--- src/rtl/vme_reg_readback.sv ---
// Status readback responder: two-stage sync pipe, snapshot shadow bank and level req/ack read port.
// Define VME_RB_LIVE_EN to expose live (unsnapshotted) words at addresses NWORDS..2*NWORDS-1.
module vme_reg_readback #(
  parameter int NWORDS = 16,
  parameter int AW     = 5
) (
  input  logic                   clk,
  input  logic                   rst,
  input  logic [NWORDS*32-1:0]   stat_in,
  input  logic                   snap_req,
  input  logic                   rd_req,
  input  logic [AW-1:0]          rd_addr,
  output logic [31:0]            rd_data,
  output logic                   rd_ack,
  output logic                   rd_err,
  output logic                   snap_busy,
  output logic [15:0]            snap_count
);

  // state     | meaning
  // ST_IDLE   | waiting for rd_req; snapshots may execute
  // ST_LOOKUP | decoding latched address into rd_data/rd_err
  // ST_ACK    | rd_ack high until rd_req drops
  localparam logic [1:0] ST_IDLE   = 2'd0;
  localparam logic [1:0] ST_LOOKUP = 2'd1;
  localparam logic [1:0] ST_ACK    = 2'd2;

  localparam int IW = (NWORDS > 1) ? $clog2(NWORDS) : 1;

  logic [1:0]            state;
  logic [NWORDS*32-1:0]  s1, s2;
  logic [31:0]           shadow [NWORDS];
  logic                  pending;
  logic [AW-1:0]         addr_q;
  logic [AW:0]           addr_ext;
  logic                  idle_edge;
  logic                  snap_exec;
  logic [31:0]           dec_data;
  logic                  dec_err;

  assign addr_ext  = {1'b0, addr_q};
  assign snap_busy = pending;

  // The ACK->IDLE edge counts as idle so a deferred snapshot lands on the edge the read closes.
  assign idle_edge = (state == ST_IDLE) || ((state == ST_ACK) && !rd_req);
  assign snap_exec = idle_edge && (snap_req || pending);

  always_comb begin
    dec_data = 32'hDEADBEEF;
    dec_err  = 1'b1;
    if (addr_ext < (AW+1)'(NWORDS)) begin
      dec_data = shadow[addr_q[IW-1:0]];
      dec_err  = 1'b0;
    end
`ifdef VME_RB_LIVE_EN
    else begin
      for (int k = 0; k < NWORDS; k++) begin
        if (addr_ext == (AW+1)'(NWORDS + k)) begin
          dec_data = s2[32*k +: 32];
          dec_err  = 1'b0;
        end
      end
    end
`endif
  end

  always_ff @(posedge clk) begin
    if (rst) begin
      state      <= ST_IDLE;
      s1         <= '0;
      s2         <= '0;
      pending    <= 1'b0;
      snap_count <= '0;
      addr_q     <= '0;
      rd_data    <= '0;
      rd_ack     <= 1'b0;
      rd_err     <= 1'b0;
      for (int k = 0; k < NWORDS; k++) shadow[k] <= '0;
    end else begin
      s1 <= stat_in;
      s2 <= s1;

      if (snap_exec) begin
        for (int k = 0; k < NWORDS; k++) shadow[k] <= s2[32*k +: 32];
        pending    <= 1'b0;
        snap_count <= snap_count + 16'd1;
      end else if (snap_req) begin
        pending <= 1'b1;
      end

      case (state)
        ST_IDLE: begin
          if (rd_req) begin
            addr_q <= rd_addr;
            state  <= ST_LOOKUP;
          end
        end
        ST_LOOKUP: begin
          rd_data <= dec_data;
          rd_err  <= dec_err;
          rd_ack  <= 1'b1;
          state   <= ST_ACK;
        end
        ST_ACK: begin
          if (!rd_req) begin
            rd_ack <= 1'b0;
            rd_err <= 1'b0;
            state  <= ST_IDLE;
          end
        end
        default: state <= ST_IDLE;
      endcase
    end
  end

endmodule
--- config.mk ---
export PLATFORM = sky130hd
export DESIGN_NAME = vme_reg_readback
export DESIGN_NICKNAME = d
export VERILOG_FILES = /design/src/rtl/vme_reg_readback.sv
export SDC_FILE = /design/constraint.sdc
export NUM_CORES = 2
export LEC_CHECK = 0
export CORE_MARGIN = 1.5
export CORE_UTILIZATION = 35
export DETAILED_ROUTE_END_ITERATION = 7
export GPL_TIMING_DRIVEN = 0
export SLEW_MARGIN = 30
export SYNTH_ARGS = -nofsm -noshare
export SYNTH_HDL_FRONTEND = slang
export SYNTH_SLANG_ARGS = --single-unit
--- constraint.sdc ---
create_clock -name clk -period 12.1 [get_ports clk]
set_input_delay 1.815 -clock clk [delete_from_list [all_inputs] [get_ports clk]]
set_output_delay 1.815 -clock clk [all_outputs]
set_load 0.01 [all_outputs]
# Word-level counts from Yosys, hierarchy flattened
# Memories as Yosys holds them, arrays and structs flattened. A register that Yosys moved wholly into a read port is not among the register bits.
# Cells that the tools add are included.
[word_totals]
ram_bits = 512
register_bits = 1082
n_memories = 1
inputBits = 521
output_inout_bits = 51
[mem_list]
columns = ["name", "words", "word_bits", "rd", "rd_ports_with_merged_regs", "write_ports", "line_no", "text"]
rows = [
  ["shadow", 16, 32, 1, 1, 16, "32", "logic [31:0] shadow [NWORDS];"],
]
[classes]
reduce_logical = 11
bitwise = 16
magnitude_cmp = 1
addsub = 1
n_eq_ne = 4
mux = 31
[ops]
columns = ["op", "count"]
rows = [
  ["$mux W32", 17],
  ["$add A16 B1 Y16 const B", 1],
  ["$or A1 B1 Y1", 16],
  ["$mux W4", 2],
  ["$mux W1", 7],
  ["$pmux W2 S3", 1],
  ["$reduce_and A2 Y1", 3],
  ["$lt A5 B5 Y1 const B", 1],
  ["$mux W2", 2],
  ["$ne A2 B2 Y1 const B", 2],
  ["$pmux W1 S2", 2],
  ["$eq A2 B1 Y1 const B", 1],
  ["$eq A2 B2 Y1 const B", 1],
  ["$logic_and A1 B1 Y1", 2],
  ["$logic_not A2 Y1", 1],
  ["$logic_or A1 B1 Y1", 2],
  ["$reduce_bool A2 Y1", 1],
  ["$reduce_or A2 Y1", 1],
  ["$logic_not A1 Y1", 1],
]

# Longest topological paths before layout
[logic_depth]
ltp_word = 8
depth_mapped = 7
ltp_nobuf = 4

# Least setup slack after synthesis
# OpenSTA, ideal clock, no wires.
[synth_timing]
path_type = "input-to-reg"
start = "input port rst"
end = "memory shadow[0][0], enable pin"
n_path_buf = 2
path_stages = 3
slack_ns = 2.938
required_time_ns = 11.432
setup_time_ns = 0.668
arrival_ns = 8.494
path_cell_list = "clkbuf_1 -> clkbuf_1 -> or2_2"
[synth_rtl]
columns = ["element", "line_no", "text"]
rows = [
  ["from (decl)", "8", "input logic rst,"],
  ["to (decl)", "32", ""],
]

==> run summary <==
status - finished clean
Reg clk slew, reported paths - 0.07 ns
Placed Instances - 6265
maximum fanout along the worst path - 47
Synth Area in Adders - 0.0239%
setup violators final - 0
GRT overflow - 0
Hold Startpoint - s1[88]
DR DRC count - 0
Mean Syn Cell Area - 14.0 um2
reg2reg end - shadow[2][19]
Root Driver - clkbuf_16
Tcrit/Tclk final - 40.8%
type of the worst setup path - in -> reg
first-pass GRT wire length - 220000 um
cts bufs inserted - 161
fill count - 13400
Mapped Area - 52300 um2
total of max-cap violations - 0
WHS Endpoint - s2[88]
clock network power share - 42.8%
mux cell area share after synthesis - 6.28%
Post-CTS Hold Fix Bufs - 0
Max-slew headroom - 31.7%
crit-path most repeated cell - buf_16
worst-margin pin slew - 1.02 ns
CTS max path bufs - 3
Syn Nets - 4271
Design Area, Final - 66400 um2
Detailed Route WL - 164000 um
Critical R2R Launch - state[0]
drt pass-1 iters - 5
nature of the critical path endpoint - flop
fmax - 203 MHz
hold path depth - 1
Starting Density - 35.4%
antenna violations before repair - 24
Int Pwr - 9280 uW
dominant synthesized flop cell - dfxtp_1
Final ANT Viol Nets - 0
leading cell type in the layout, fill and taps excluded - nor2b_1
worst clock skew - 0.0323 ns
routed via count - 29900
total power - 12000 uW
CP max stage delay - 0.68 ns
total track usage - 21.3%
Die Y - 390 um
via density per instance - 4.54
area delta synth->final - 26.8%
max-slew violation count - 0
Post-Place Cell Area - 60900 um2
io pins - 572
sw power - 2720 uW
register share of total power - 49.7%
Clock Latency Late Sink - 0.80 ns
CTS tree - done
switching share of power - 22.7%
nets - 5020
synth warn - 0
P_leak - 0.0250 uW
Pwr Density - 181 nW/um2
Compound-Gate Fraction of Synth Area - 1.30%
Cell Count, Final, Fillers Out - 6580
Mapped Cells - 3749
Final Critical Period - 4.94 ns
largest family of logic cells by synthesized area - simple AND/OR/NAND/NOR gates
count of input and output buffers - 571
Worst EP required - 12.58 ns
HPWL after detailed placement - 126000 um
core footprint - 148000 um2
DIE AREA - 152000 um2
RSZ-0062 raised after global routing - no
crit path DAT - 5.42 ns
CP max-delay cell - clkdlybuf4s50_1
Worst Setup Start Kind - input pin
gp weighted congestion - 0.890
Initial DRC Count - 2234
maximum vdd drop - 139 uV
Logic pwr share - 7.5%
number of post-CTS setup repair buffers - 0
number of flops mapped to enable cells by yosys - 512
Final Hold Vio Count - 0
clock sink count - 1598
Synth Area in Simple Gates - 19.5%
FF-to-FF setup slack - 9.15 ns
die width - 390 um
Synth cell types - 43
Post-CTS Resized - 0
Seq cells post-synth - 1598
commonest non-fill, non-tap cells in the layout - nor2b_1, dfxtp_1, clkdlybuf4s50_1
number of cell rows - 141
Reg2Reg Depth - 7
Final Util - 44.9%
routed length per instance - 24.9 um
ys async rst share - 0%
largest net degree at the start of global routing - 48
Post-Synth XOR/XNOR Area - 0.100%
critical path, cell by cell - clkdlybuf4s50_1 > clkbuf_1 > clkbuf_1 > or2_4 > buf_12 > buf_16 > buf_16 > buf_16
H-tree depth - 4
vias in the first global route - 30000
Hold Crit Class - reg -> reg
layout cells sized above 1 - 9.66%
Seq/Total Area, Yosys - 70.9%
==> metrics by stage <==
step / setup WS, ns / hold WS [ns] / setup TNS (ns)
after floorplan: 2.94 / 0.414 / 0
after global placement: -1.47 / 0.416 / -709.23
after detailed placement: 6.40 / 0.420 / 0
after CTS: 7.25 / 0.410 / 0
after global routing: 7.06 / 0.433 / 0
final: 7.16 / 0.417 / 0
==> registers in the layout, indices dropped and copies added (netlist names), named ones only <==
| name | cells |
|---|---|
| s1 | 512 |
| s2 | 512 |
| shadow | 512 |
| rd_data | 32 |
| snap_count | 16 |
| addr_q | 5 |
| state | 2 |
| rd_ack | 1 |
| rd_err | 1 |
| snap_busy | 1 |
==> how the worst max path moves through the flow <==
stage	from	end	slack, ns	cells past startpoint
after global placement	rst	shadow[6][25]	-1.47	4
after detailed placement	rst	shadow[4][20]	6.40	8
final	rst	shadow[2][19]	7.16	8
after CTS	rst	shadow[4][21]	7.25	8
after floorplan	rst	shadow[0][0]	2.94	3
after global routing	rst	shadow[13][4]	7.06	8
==> cell usage after synthesis, types with 2 or more instances <==
| cell | number | area (um2) |
|---|---|---|
| nor2b_1 | 1244 | 7780 |
| dfxtp_1 | 1086 | 21700 |
| edfxtp_1 | 512 | 15400 |
| and2_1 | 321 | 2010 |
| clkbuf_1 | 198 | 743 |
| mux4_2 | 127 | 2860 |
| nor2_1 | 52 | 195 |
| mux2i_1 | 29 | 290 |
| a2111oi_0 | 25 | 219 |
| a211oi_1 | 25 | 188 |
| o21ai_0 | 16 | 80.1 |
| buf_2 | 13 | 65.1 |
| buf_6 | 11 | 124 |
| mux2_2 | 10 | 113 |
| a21oi_1 | 9 | 45.0 |
| a22oi_1 | 8 | 60.1 |
| nand3_1 | 6 | 30.0 |
| or4_1 | 6 | 45.0 |
| o31ai_1 | 5 | 37.5 |
| inv_1 | 4 | 15.0 |
| nand2_1 | 4 | 15.0 |
| nand4_1 | 4 | 25.0 |
| o21ai_1 | 4 | 20.0 |
| xnor2_1 | 4 | 35.0 |
| nor3_1 | 3 | 15.0 |
| buf_1 | 2 | 7.51 |
| buf_4 | 2 | 15.0 |
| nand2b_1 | 2 | 12.5 |
| nor4_2 | 2 | 25.0 |
| xor2_1 | 2 | 17.5 |
==> kinds of logic after synthesis <==
| logic type | Yosys count |
|---|---|
| simple gates | 1652 |
| flops | 1598 |
| buf+inv | 230 |
| mux | 167 |
| compound gates | 95 |
| xor+xnor | 6 |
| fa+ha+maj | 1 |
==> critical path: cells and delay by family <==
family / cells / cell delay [ns]
buf+inv: 7 / 2.90
simple gates: 1 / 0.53
==> power groups by stage <==
stage | combinational [uW] | sequential (uW) | clock, uW
finish | 898 | 5960 | 5130
global route | 949 | 5990 | 5430
CTS | 909 | 5970 | 5210
detailed placement | 906 | 6080 | 0
global placement | 877 | 6130 | 0
floorplan | 398 | 6050 | 0
==> final cells by class <==
cell class | instances | area (um2) | area share [%]
flip-flops and latches | 1598 | 37100 | 55.9
multi-input cells | 1921 | 14300 | 21.5
repair buffers | 586 | 6070 | 9.14
clock buffers | 241 | 4790 | 7.22
well taps | 1930 | 2410 | 3.64
plain buffers | 226 | 973 | 1.47
clock inverters | 62 | 713 | 1.07
diodes | 12 | 30.0 | 0.0452
inverters | 4 | 15.0 | 0.0226
==> routing by layer <==
layer	vias to the layer above	GRT usage [%]	routed length, um
met3	241	4.67	10900
li1	13900	-	-
met4	6	9.18	6810
met5	-	0	41
met2	926	34.9	77400
met1	14800	27.1	68500
Power figures use the tool's default switching activity.
